==> src/rtl/iod_tap_resp_pkg.sv <==
// Shared types and constants for the IOD delay-tap responder.
// The LFSR constants are used only when IOD_TAP_RESP_JITTER_EN is defined.
package iod_tap_resp_pkg;

  typedef enum logic [1:0] {
    ST_IDLE   = 2'd0,
    ST_SETTLE = 2'd1,
    ST_EVAL   = 2'd2
  } tap_state_e;

  localparam int DEF_TAP_WIDTH = 8;
  localparam int DEF_TAP_MAX   = 127;

  // Right-shifting Galois form of x^16+x^14+x^13+x^11+1.
  localparam logic [15:0] LFSR_POLY = 16'hB400;
  localparam logic [15:0] LFSR_SEED = 16'hACE1;

endpackage

==> src/rtl/iod_tap_resp_lfsr.sv <==
// 16-bit Galois LFSR with enable and synchronous reset to LFSR_SEED.
// Supplies the marginal-sampling coin flips when IOD_TAP_RESP_JITTER_EN is defined.
module iod_tap_resp_lfsr
  import iod_tap_resp_pkg::*;
(
  input  logic        clk_i,
  input  logic        srst_i,
  input  logic        en_i,
  output logic [15:0] lfsr_o
);

  logic [15:0] lfsr_q;
  logic [15:0] lfsr_d;

  always_comb begin
    lfsr_d = {1'b0, lfsr_q[15:1]} ^ (lfsr_q[0] ? LFSR_POLY : 16'h0000);
  end

  always_ff @(posedge clk_i) begin
    if (srst_i) begin
      lfsr_q <= LFSR_SEED;
    end else if (en_i) begin
      lfsr_q <= lfsr_d;
    end
  end

  assign lfsr_o = lfsr_q;

endmodule

==> src/rtl/iod_dly_tap_responder.sv <==
// Far-end responder for bit-alignment tap commands: tap counter, settle delay, sticky eye flags.
// Define IOD_TAP_RESP_JITTER_EN to randomise flag evaluation one tap outside either eye edge.
module iod_dly_tap_responder
  import iod_tap_resp_pkg::*;
#(
  parameter int TAP_WIDTH     = DEF_TAP_WIDTH,
  parameter int TAP_MAX       = DEF_TAP_MAX,
  parameter int SETTLE_CYCLES = 4,
  parameter int LOAD_TAP      = 0
) (
  input  logic                 SCLK,
  input  logic                 RESET,
  input  logic                 BIT_ALGN_LOAD,
  input  logic                 BIT_ALGN_MOVE,
  input  logic                 BIT_ALGN_DIR,
  input  logic                 BIT_ALGN_CLR_FLGS,
  input  logic [TAP_WIDTH-1:0] EYE_LO,
  input  logic [TAP_WIDTH-1:0] EYE_HI,
  output logic                 IOD_EARLY,
  output logic                 IOD_LATE,
  output logic                 IOD_OOR,
  output logic [TAP_WIDTH-1:0] TAP_VAL,
  output logic                 BUSY
);

  localparam logic [TAP_WIDTH-1:0] TAP_MAX_V  = TAP_WIDTH'(TAP_MAX);
  localparam logic [TAP_WIDTH-1:0] LOAD_TAP_V = TAP_WIDTH'(LOAD_TAP);
  localparam logic [TAP_WIDTH-1:0] TAP_ONE    = TAP_WIDTH'(1);
  localparam logic [3:0]           SETTLE_V   = 4'(SETTLE_CYCLES);

  tap_state_e           state_q;
  logic [3:0]           cnt_q;
  logic [TAP_WIDTH-1:0] tap_q;
  logic                 early_q;
  logic                 late_q;
  logic                 oor_q;
  logic                 busy_q;

  logic                 early_hit_d;
  logic                 late_hit_d;
  logic                 at_limit_d;

`ifdef IOD_TAP_RESP_JITTER_EN
  logic [15:0] lfsr;

  iod_tap_resp_lfsr u_lfsr (
    .clk_i  (SCLK),
    .srst_i (RESET),
    .en_i   (1'b1),
    .lfsr_o (lfsr)
  );
`endif

  always_comb begin
    early_hit_d = (tap_q < EYE_LO);
    late_hit_d  = (tap_q > EYE_HI);
`ifdef IOD_TAP_RESP_JITTER_EN
    // One tap outside the eye edge is a coin flip; the wrapped compare is harmless at 0/max.
    if (tap_q == (EYE_LO - TAP_ONE)) early_hit_d = early_hit_d & lfsr[0];
    if (tap_q == (EYE_HI + TAP_ONE)) late_hit_d  = late_hit_d & lfsr[1];
`endif
    at_limit_d = BIT_ALGN_DIR ? (tap_q == TAP_MAX_V) : (tap_q == '0);
  end

  // Later assignments in this block override the CLR_FLGS clear, giving set-wins ordering.
  always_ff @(posedge SCLK) begin
    if (RESET) begin
      state_q <= ST_IDLE;
      cnt_q   <= '0;
      tap_q   <= LOAD_TAP_V;
      early_q <= 1'b0;
      late_q  <= 1'b0;
      oor_q   <= 1'b0;
      busy_q  <= 1'b0;
    end else begin
      if (BIT_ALGN_CLR_FLGS) begin
        early_q <= 1'b0;
        late_q  <= 1'b0;
        oor_q   <= 1'b0;
      end
      case (state_q)
        ST_IDLE: begin
          if (BIT_ALGN_LOAD) begin
            tap_q   <= LOAD_TAP_V;
            early_q <= 1'b0;
            late_q  <= 1'b0;
            cnt_q   <= 4'd1;
            busy_q  <= 1'b1;
            state_q <= ST_SETTLE;
          end else if (BIT_ALGN_MOVE) begin
            if (at_limit_d) begin
              oor_q <= 1'b1;
            end else begin
              tap_q   <= BIT_ALGN_DIR ? tap_q + TAP_ONE : tap_q - TAP_ONE;
              cnt_q   <= 4'd1;
              busy_q  <= 1'b1;
              state_q <= ST_SETTLE;
            end
          end
        end
        ST_SETTLE: begin
          if (cnt_q >= SETTLE_V) begin
            cnt_q   <= '0;
            state_q <= ST_EVAL;
          end else begin
            cnt_q <= cnt_q + 4'd1;
          end
        end
        ST_EVAL: begin
          early_q <= (early_q & ~BIT_ALGN_CLR_FLGS) | early_hit_d;
          late_q  <= (late_q & ~BIT_ALGN_CLR_FLGS) | late_hit_d;
          busy_q  <= 1'b0;
          state_q <= ST_IDLE;
        end
        default: begin
          cnt_q   <= '0;
          busy_q  <= 1'b0;
          state_q <= ST_IDLE;
        end
      endcase
    end
  end

  assign TAP_VAL   = tap_q;
  assign IOD_EARLY = early_q;
  assign IOD_LATE  = late_q;
  assign IOD_OOR   = oor_q;
  assign BUSY      = busy_q;

endmodule

==> config.mk <==
export PLATFORM = sky130hd
export DESIGN_NAME = iod_dly_tap_responder
export DESIGN_NICKNAME = d
export VERILOG_FILES = /design/src/rtl/iod_tap_resp_pkg.sv /design/src/rtl/iod_tap_resp_lfsr.sv /design/src/rtl/iod_dly_tap_responder.sv
export SDC_FILE = /design/constraint.sdc
export NUM_CORES = 1
export LEC_CHECK = 0
export BUFFER_PORTS_ARGS = -buffer_cell sky130_fd_sc_hd__buf_2
export CAP_MARGIN = 20
export CELL_PAD_IN_SITES_DETAIL_PLACEMENT = 0
export CELL_PAD_IN_SITES_GLOBAL_PLACEMENT = 2
export CORE_MARGIN = 5
export CORE_UTILIZATION = 28
export CTS_CLUSTER_SIZE = 20
export DETAILED_ROUTE_END_ITERATION = 12
export MAX_ROUTING_LAYER = met4
export PLACE_DENSITY_LB_ADDON = 0.1
export SLEW_MARGIN = 10
export SYNTH_ARGS = -nofsm -noshare
export SYNTH_HDL_FRONTEND = slang
export SYNTH_SLANG_ARGS = --single-unit
==> constraint.sdc <==
create_clock -name SCLK -period 1.69 [get_ports SCLK]
set_input_delay 0.338 -clock SCLK [delete_from_list [all_inputs] [get_ports SCLK]]
set_output_delay 0.338 -clock SCLK [all_outputs]
set_load 0.02 [all_outputs]
Word level (Yosys, flattened, before mapping)
Cells that the tools add are included.

storage, ports and cells
  register bits = 18
  input bits = 22
  output and inout bits = 12
  word-level logic and storage cells = 64

operators by class
  $add $sub $neg = 3
  magnitude comparators = 3
  eq/ne operators = 7
  multiplexer cells = 30
  bitwise operators = 7
  reduce and logical (&&, ||, !) cells = 7

operators by type and width
  cell                 number
  $mux 8               4
  $mux 4               4
  $mux 1               13
  $pmux 4 s3           1
  $reduce_and 3->1     4
  $add 8x1->8 const B  1
  $eq 8x7->1 const B   1
  $gt 8x8->1           1
  $logic_not 8->1      1
  $lt 8x8->1           1
  $mux 2               4
  $sub 8x1->8 const B  1
  $ne 3x3->1 const B   2
  $pmux 1 s2           3
  $add 4x1->4 const B  1
  $ge 4x3->1 const B   1
  $ne 2x2->1 const B   2
  $pmux 2 s2           1
  $not 1->1            3
  $and 1x1->1          2
  $eq 2x1->1 const B   1
  $eq 2x2->1 const B   1
  $logic_not 2->1      1
  $or 1x1->1           2
  $reduce_bool 2->1    1

Depth between registers and ports, before layout
Gate-level depths: netlist of the first run.

  word-level depth = 6
  depth in mapped cells = 7

Worst setup path before layout of the first run
No wires, ideal clock.

  kind = register to register
  from = reg tap_q[1], in the netlist TAP_VAL[1]
  to = reg tap_q[5], in the netlist TAP_VAL[5]
  setup time = 0.070 ns
  arrival time = 1.794 ns
  data required time = 1.620 ns
  path slack = -0.174 ns
  cell stages (with the launch flop) = 7
  cell sequence = dfxtp_1 ha_1 a211o_1 a2111o_1 o311ai_0 nand3_1 a21oi_1

between the ends
  longest elaborated chain between the ends = 5

ends and longest elaborated chain
  element                                     RTL line                     text
  start: declaration                          iod_dly_tap_responder.sv:33  logic [TAP_WIDTH-1:0] tap_q;
  start signal: assignment                    iod_dly_tap_responder.sv:94  tap_q <= BIT_ALGN_DIR ? tap_q + TAP_ONE : tap_q - TAP_ONE;
  $sub 8x1->8 or $add 8x1->8 (tied branches)  iod_dly_tap_responder.sv:94
  $mux 8                                      iod_dly_tap_responder.sv:94
  $mux 8                                      iod_dly_tap_responder.sv:91  if (at_limit_d) begin
  $mux 8                                      iod_dly_tap_responder.sv:90  end else if (BIT_ALGN_MOVE) begin
  $mux 8                                      iod_dly_tap_responder.sv:83  if (BIT_ALGN_LOAD) begin

Several ways; a longest one is shown, not always the timed one. The select of a mux whose other input is x is not followed.
A chain may end at the register's enable or synchronous reset.

Final worst setup path of the first run
Same ends and word-level chain as after synthesis.

==> results.yml, run 1 <==
run_status:
  status: "finished, violations left"
  violations: "negative setup slack"
yosys:
  syn-num-nets: 226
  synth_area_um2: 1480
  synth_seq_cells: 18
  yosys_warnings: 0
  syn_avg_cell_area_um2: 8.15
  syn_inst: 181
  synth.distinct_cells: 42
  ys_seq_area_share_pct: 24.4
power_and_ir_drop:
  p_leak_uw: 0.00102
  irDropWorstVdd_mv: 0.363
  p_per_area_nw_per_um2: 793
clock_tree:
  root_buffer: "clkbuf_8"
  htreeDepth: 1
  cts_hold_buf: 0
  insertion_delay_ns: 0.25
  cts_sinks: 18
  tritoncts: "done"
  path_clk_slew_ns: 0.07
  clk_path_buf_depth: 2
  cts_made_buffers: 3
routing:
  vias: 1523
  ant_nets: 0
  drtPass1Iterations: 4
  wire_per_inst_um: 14.7
  drc: 0
  drt_iter0_drc: 43
  wl_um: 4570
  vias_per_cell: 4.91
floorplanning:
  die-width_um: 82.6
  design.die.area_um2: 6820
  die_h_um: 82.6
  start_util_pct: 28.9
  core_um2: 5110
  ios: 34
  rows: 26
sta:
  fmax_mhz: 587
  fin_crit_sh_pct: 101
  tightest_slew_ns: 0.519
  drv_slew: 0
  hold_violations: 0
  period_needed_ns: 1.70
  skew_ns: 0.00352
  fin_setup_tns_ns: -0.0150
  setup_violations: 1
  slew_headroom_pct: 65.3
  setup_ws_ns: -0.0150
  rsz0062_at_grt: "true"
worst_setup_path:
  crit_fanout: 4
  crit_start: "TAP_VAL[1]"
  cp-end-kind: "register"
  worstPathRequired_ns: 1.87
  path_class: "register to register"
  startpoint_type: "register"
  arrival_ns: 1.89
  rr_startpoint: "TAP_VAL[1]"
  r2r_slack_ns: -0.01
flow_run:
  drv_cap: 0
cells_and_area:
  num-nets-final: 286
  syn2layout_area_growth_pct: 43.2
  drive_gt1_share_pct: 38.3
  nFillCells: 548
  diodes: 0
  mostFrequentLayoutCells: "buf_2 (32), inv_1 (23), buf_4 (21), ha_1 (16), a21oi_1 (15)"
  regArea_um2: 369
  final_common_cell: "buf_2"
  fin_util_pct: 41.4
  multi_input_area_um2: 1130
global_routing:
  grt_max_degree: 14
  antenna_found_initial: 0
  gr-total-overflow: 0
  grt_use_total_pct: 14.2
  grt_pass1_vias: 1621
  grt_pass1_wl_um: 7310
place:
  dp_worst_setup_slack_ns: -0.301
  portBuffers: 33
  globalplace.congestion: 0.851
  dp_hpwl_um: 3540
worst_hold_path:
  hp-start: "RESET"
  worst_hold_path_type: "input port to register"
## routing by layer
metal	vias to the layer above	track usage [%]	routed length, um
met5	-	-	0
met4	0	1.47	8
met3	2	3.04	217
met2	25	25.1	2220
met1	707	17.1	2130
li1	789	-	-
## kinds of logic after synthesis
logic type / count (synthesis) / synth area share (%)
buffers and inverters: 27 / 6.87
AND/OR/NAND/NOR: 49 / 17.8
AO/OA/AOI/OAI: 61 / 29.1
flip-flops: 18 / 24.4
adder cells (fa/ha/maj): 23 / 20.0
XOR/XNOR: 3 / 1.78
## state kept, by name, indices dropped and copies added, names as in the netlist
name,flops
BUSY,1
IOD_LATE,1
IOD_EARLY,1
cnt_q,4
state_q,2
IOD_OOR,1
TAP_VAL,8
## cell type report
type,count,area share [%]
clock buffer,4,2.61
inverter,24,4.44
multi-input combinational,137,53.7
sequential,18,17.5
tap,70,4.15
timing repair buffer,57,17.6
## Yosys cell counts, drive strengths merged
library cell / instances / area share, %
inv: 24 / 6.1
ha: 22 / 19
dfxtp: 18 / 24
a21oi: 16 / 5.4
nor2: 15 / 4.0
o21ai: 14 / 4.7
nand3: 7 / 2.4
nand4: 6 / 2.5
nor2b: 5 / 2.1
a211oi: 4 / 2.0
a21o: 4 / 2.0
nand2: 4 / 1.0
o21a: 4 / 2.5
clkbuf: 3 / 0.76
or4: 3 / 1.8
xnor2: 3 / 1.8
a211o: 2 / 1.2
a32o: 2 / 1.5
and3: 2 / 0.85
nor3: 2 / 0.68
o211ai: 2 / 1.0
o311ai: 2 / 1.2
o31a: 2 / 1.8
a2111o: 1 / 0.76
a2111oi: 1 / 0.59
a22o: 1 / 0.59
a22oi: 1 / 0.51
a2bb2oi: 1 / 0.59
a311oi: 1 / 0.59
a32oi: 1 / 0.59
and3b: 1 / 0.59
fa: 1 / 1.4
nand2b: 1 / 0.42
nand3b: 1 / 0.51
nor3b: 1 / 0.51
o21bai: 1 / 0.76
o41ai: 1 / 0.59
or2: 1 / 0.42
## metrics by stage
step                total power (uW)  hold WS [ns]  area, um^2  cells
floorplan                        976         0.445        1510    181
global placement                1230         0.442        1920    304
detailed placement              1240         0.447        1920    304
CTS                             1610         0.278        1980    308
global route                    1810         0.289        2110    310
finish                          1680         0.283        2110    310
## report_power, final
group / total, uW / leakage, uW / switching (uW) / internal [uW]
logic: 779 / 0.000845 / 400 / 379
clock network: 359 / 0.0000288 / 152 / 207
registers: 537 / 0.000150 / 61.5 / 476
total: 1680 / 0.00102 / 613 / 1060
## timing repair
item | CTS | global route
gates cloned | 0 | 1
pin swaps | 3 | 8
buffers inserted | 0 | 1
gates resized for setup | 3 | 22
endpoints found under the setup margin | 8 | 14
## critical path, stage by stage (launching register included)
cell and delay, ns:
dfxtp_2 0.38, ha_4 0.21, a211o_1 0.30, a2111o_1 0.40
o311ai_1 0.09, nand3_1 0.10, a21oi_1 0.14
## path summary, 6_finish.rpt
check | depth (start not counted) | endpoint
max reg2reg | 6 | TAP_VAL[5]
min reg2reg | 2 | BUSY
min | 2 | IOD_OOR
max | 6 | TAP_VAL[5]
Power figures use the tool's default switching activity.
==> run 2: changes to the inputs <==
Settings changed: ABC_AREA from default to 1, CORE_UTILIZATION 28 to 26, TNS_END_PERCENT from default to 50.
==> run 2 against run 1 <==
  * Largest cell class unchanged
  * Non-clock buffer count shrank 9
  * Sequential share of layout area grew 1.1 points
  * Synthesized cell count up 31%
  * Via count decreased by 1.3%
  * The flow now finishes without violations
  * Highest routed layer unchanged
  * Critical path type unchanged
  * Combinational power fell by 32%
  * Critical endpoint is now TAP_VAL[6]
==> results.yml, run 2 <==
clock_tree:
  clk_path_buf_depth: 2
  htreeDepth: 1
  postCtsSetupBuffers: 0
  tritoncts: "done"
  cts_resized: 0
  path_clk_slew_ns: 0.07
  insertion_delay_ns: 0.26
  root_buffer: "clkbuf_8"
  cts_made_buffers: 3
  cts_sinks: 18
  cts_hold_buf: 0
routing:
  met1Wirelength_um: 2060
  drtPass1Iterations: 4
  wl_met3_um: 195
  routed-wl-met2_um: 1730
  vias_per_cell: 4.13
  drc: 0
  dr.max_layer_used: "met4"
  vias: 1503
  ant_nets: 0
  wire_per_inst_um: 11.2
  wl_um: 4060
  drt_iter0_drc: 54
yosys:
  synth-edff-count: 0
  syn_inst: 238
  synth_area_leader_cell: "dfxtp_1"
  syn-num-nets: 283
  synth_common_cells: "nand2_1 (67), inv_1 (48), a21oi_1 (22), ha_1 (22), nor2_1 (22)"
  synth.top_cell.area_share_pct: 23.4
  synth_area_um2: 1540
  synth_seq_cells: 18
  syn_avg_cell_area_um2: 6.46
  async_flop_share_pct: 0
  synth.distinct_cells: 25
  synth_area_leaders: "dfxtp_1 (23%), ha_1 (18%), nand2_1 (16%), inv_1 (12%), a21oi_1 (7.2%)"
  yosys_warnings: 0
  ys_seq_area_share_pct: 23.4
  ys.flop_type: "dfxtp_1"
  yosysMostFrequentCell: "nand2_1"
worst_setup_path:
  arrival_ns: 1.68
  path_class: "register to register"
  crit_fanout: 2
  cp-end-kind: "register"
  startpoint_type: "register"
  worstPathRequired_ns: 1.84
  rr_worst_depth: 10
sta:
  hold_violations: 0
  rsz0062_at_grt: "false"
  fin_crit_sh_pct: 90.5
  period_needed_ns: 1.53
  fmax_mhz: 654
  tightest_slew_ns: 0.329
  setup_violations: 0
  skew_ns: 0.00236
  slew_headroom_pct: 78.0
  drv_slew: 0
run_status:
  status: "finished, final reports clean"
cells_and_area:
  final_common_cell: "nand2_1"
  fin_util_pct: 33.7
  final_area_um2: 1970
  drive_gt1_share_pct: 23.5
  syn2layout_area_growth_pct: 28.2
  mostFrequentLayoutCells: "nand2_1 (67), inv_1 (48), buf_2 (33), nor2_1 (22), ha_1 (22)"
  diodes: 0
  num-nets-final: 335
  largest_reg_flops: 8
global_routing:
  grt_max_degree: 14
  grt_pass1_vias: 1499
  gr-total-overflow: 0
  grt_use_total_pct: 11.9
  antenna_found_initial: 0
  grt_pass1_wl_um: 6850
power_and_ir_drop:
  p_leak_uw: 0.00115
  power_uw: 1380
  p_per_area_nw_per_um2: 702
  irDropWorstVdd_mv: 0.277
worst_hold_path:
  whs_path_depth: 4
  worst_hold_path_type: "input port to register"
floorplanning:
  design.die.area_um2: 7550
  rows: 28
  die_h_um: 86.9
  start_util_pct: 26.3
  die-width_um: 86.9
  core_um2: 5850
  ios: 34
place:
  dp_hpwl_um: 3490
  placed_cell_area_um2: 1910
  globalplace.congestion: 0.721
  portBuffers: 33
flow_run:
  drv_cap: 0
==> run 2: changes by cell type after synthesis, moves of 3 or more <==
cell      previous run  this run
a21oi_1             16        22
a211oi_1             4         1
nor2_1              14        22
nand2_1              4        67
inv_1               24        48
nor2b_1              5         0
a21o_1               4         0
o21ai_0             14         3
nand3_2              0         3
==> run 2: cells by family (layout without fill, tap and decap cells) <==
family	after synthesis	count (layout)	share of synthesized area (%)
flops	18	18	23.4
buf+inv	51	102	12.4
xor+xnor	4	4	2.28
fa+ha+maj	23	23	19.2
compound gates	31	31	11.0
simple gates	111	111	31.7
==> run 2: where the power goes <==
group	switching, uW	total, uW	internal [uW]
sequential	34.4	492	458
clock	154	361	207
combinational	309	530	221
==> run 2: path summary, 6_finish.rpt <==
check	start	slack [ns]	endpoint
setup / recovery	TAP_VAL[0]	0.16	TAP_VAL[6]
hold / removal	BIT_ALGN_CLR_FLGS	0.36	IOD_EARLY
hold reg to reg	BUSY	0.46	BUSY
setup reg to reg	TAP_VAL[0]	0.16	TAP_VAL[6]
==> run 2: stage by stage <==
stage / worst slack, ns / std cells / TNS [ns] / hold WS [ns]
finish: 0.160 / 364 / 0 / 0.358
global route: 0.0160 / 364 / 0 / 0.369
CTS: 0.107 / 364 / 0 / 0.354
detailed placement: -0.0671 / 360 / -0.0671 / 0.450
global placement: -0.0750 / 360 / -0.0750 / 0.447
floorplan: 0.0130 / 238 / 0 / 0.407
==> run 2: final cells by class <==
| class | count | area [um^2] |
|---|---|---|
| Timing Repair Buffer | 48 | 278 |
| Fill cell | 690 | 3880 |
| Inverter | 50 | 188 |
| Clock buffer | 4 | 55.1 |
| Multi-Input combinational cell | 169 | 990 |
| Tap cell | 75 | 93.8 |
| Sequential cell | 18 | 367 |
==> run 2: metal layers <==
metal	track usage [%]	up-vias
met5	-	-
met4	4.67	0
met3	1.61	5
met2	18.8	26
met1	15.4	621
li1	-	851
==> run 2: worst max-delay path, stage by stage, from the launching register on <==
cell and delay [ns]:
dfxtp_1 0.35, inv_1 0.08, fa_1 0.43, inv_1 0.09
nand3_1 0.11, nand3_1 0.08, nand2_1 0.05, nand3_1 0.06
nor2_1 0.04, nor2_1 0.08, nor2_1 0.04
==> run 3: changes to the inputs <==
Settings changed: GPL_ROUTABILITY_DRIVEN from default to 0, SETUP_SLACK_MARGIN from default to 0.5.
==> run 3 against run 2 <==
  * Non-clock buffer count increased by 12
  * Clock skew is 0.00083 ns lower
  * Critical endpoint is now TAP_VAL[7]
  * Combinational power rose by 34%
  * Cell count is 3.3% higher
  * Maximum frequency increased by 3.1%
  * Via count up 8.1%
  * Global-route usage grew 0.99 points
  * Largest cell class unchanged
==> results.yml, run 3 (same netlist as run 2, synthesis figures left out) <==
clock_tree:
  tritoncts: "done"
  cts_hold_buf: 0
  insertion_delay_ns: 0.25
  cts_made_buffers: 3
  htreeDepth: 1
  cts_sinks: 18
  root_buffer: "clkbuf_8"
  path_clk_slew_ns: 0.08
  clk_path_buf_depth: 2
worst_setup_path:
  cp-end-kind: "register"
  worstPathRequired_ns: 1.84
  rr_worst_depth: 9
  startpoint_type: "input port"
  r2r-end: "TAP_VAL[6]"
  path_class: "input port to register"
  rr_startpoint: "TAP_VAL[0]"
  arrival_ns: 1.63
  crit_fanout: 4
  r2r_slack_ns: 0.22
power_and_ir_drop:
  p_per_area_nw_per_um2: 663
  p_leak_uw: 0.00122
  irDropWorstVdd_mv: 0.257
  power_uw: 1590
routing:
  dr.max_layer_used: "met4"
  wl_um: 4480
  drtPass1Iterations: 4
  routed-wl-met2_um: 2150
  vias_per_cell: 4.32
  drc: 0
  ant_nets: 0
  wl_met3_um: 153
  met1Wirelength_um: 2150
  drt_iter0_drc: 48
  vias: 1625
  wire_per_inst_um: 11.9
sta:
  hold_violations: 0
  period_needed_ns: 1.48
  fmax_mhz: 674
  fin_crit_sh_pct: 87.8
  rsz0062_at_grt: "true"
  drv_slew: 0
  skew_ns: 0.00153
  tightest_slew_ns: 0.379
  fin_setup_tns_ns: 0
  slew_headroom_pct: 74.5
  setup_violations: 0
global_routing:
  grt_use_total_pct: 12.9
  antenna_found_initial: 0
  gr-total-overflow: 0
  grt_max_degree: 13
  grt_pass1_vias: 1644
  grt_pass1_wl_um: 7570
place:
  portBuffers: 33
  place_inst: 353
  placed_cell_area_um2: 1900
  dp_hpwl_um: 3450
cells_and_area:
  nFillCells: 646
  drive_gt1_share_pct: 42.5
  mostFrequentLayoutCells: "nand2_1 (52), inv_1 (40), buf_2 (32), nor2_1 (20), buf_4 (19)"
  layout.cells.non_filler: 376
  diodes: 0
  largest_reg_flops: 8
  final_common_cell: "nand2_1"
  num-nets-final: 347
  final_area_um2: 2390
  syn2layout_area_growth_pct: 55.6
run_status:
  status: "finished, final reports clean"
floorplanning:
  ios: 34
  design.die.area_um2: 7550
  start_util_pct: 26.3
  die_h_um: 86.9
  rows: 28
  die-width_um: 86.9
  core_um2: 5850
worst_hold_path:
  hp-start: "RESET"
  whs_endpoint: "IOD_OOR"
  whs_path_depth: 2
  worst_hold_path_type: "input port to register"
flow_run:
  drv_cap: 0
[run 3: changes by cell type in the layout (fill, tap and decap cells not counted), moves of 5 or more]
cell,previous run,this run
nand2_1,67,52
buf_6,0,7
ha_4,0,10
dfxtp_4,0,8
inv_2,2,7
dfxtp_2,5,0
nand2_2,0,14
ha_1,22,12
inv_1,48,40
[run 3: through the flow]
stage	utilization (%)	hold WS [ns]	worst slack (ns)
after floorplan	-	0.407	0.230
after global placement	32.4	0.451	-0.0425
after detailed placement	32.4	0.451	-0.0620
after CTS	37.6	0.252	0.233
after global routing	40.9	0.263	0.0666
final	40.9	0.258	0.206
[run 3: repair_timing]
item | in CTS | in global routing
endpoints found under the setup margin | 22 | 25
pin swaps | 12 | 26
gates resized for setup | 26 | 37
buffers inserted | 11 | 8
[run 3: final cells by class]
class | count | area (um^2) | area share [%]
flip-flops and latches | 18 | 390 | 16.3
well taps | 75 | 93.8 | 3.92
multi-input cells | 169 | 1240 | 51.7
repair buffers | 60 | 417 | 17.4
clock buffers | 4 | 55.1 | 2.30
inverters | 50 | 199 | 8.32
[run 3: power breakdown]
| part | total (uW) | leakage (uW) | internal [uW] | switching (uW) |
|---|---|---|---|---|
| registers | 509 | 0.000153 | 456 | 52.5 |
| clock network | 367 | 0.0000288 | 207 | 160 |
| logic | 711 | 0.00104 | 333 | 378 |
| total | 1590 | 0.00122 | 996 | 591 |
[run 3: worst max path at each step]
| stage | startpoint | to | slack, ns |
|---|---|---|---|
| 5_1_grt | BIT_ALGN_DIR | TAP_VAL[6] | 0.07 |
| 3_5_place_dp | BIT_ALGN_DIR | TAP_VAL[7] | -0.06 |
| 4_1_cts | TAP_VAL[1] | TAP_VAL[7] | 0.23 |
| 6_report | BIT_ALGN_DIR | TAP_VAL[7] | 0.21 |
| 3_3_place_gp | BIT_ALGN_DIR | TAP_VAL[7] | -0.04 |
| 2_1_floorplan | BIT_ALGN_DIR | TAP_VAL[7] | 0.23 |
[run 3: layer usage]
metal / track usage, % / up-vias
met5: - / -
li1: - / 879
met3: 1.04 / 2
met4: 2.55 / 0
met1: 16.5 / 720
met2: 22.2 / 24
[run 3: worst max-delay path, stage by stage]
cell and delay [ns]:
buf_8 0.08, clkinvlp_4 0.13, buf_12 0.16, ha_4 0.28
nand2_1 0.05, nand2_1 0.08, inv_1 0.05, nand2_2 0.09
nand2_2 0.06, nand2_1 0.05, nand2_1 0.05, nand2_1 0.06
nor2_1 0.04, nor2_1 0.08, nor2_1 0.04
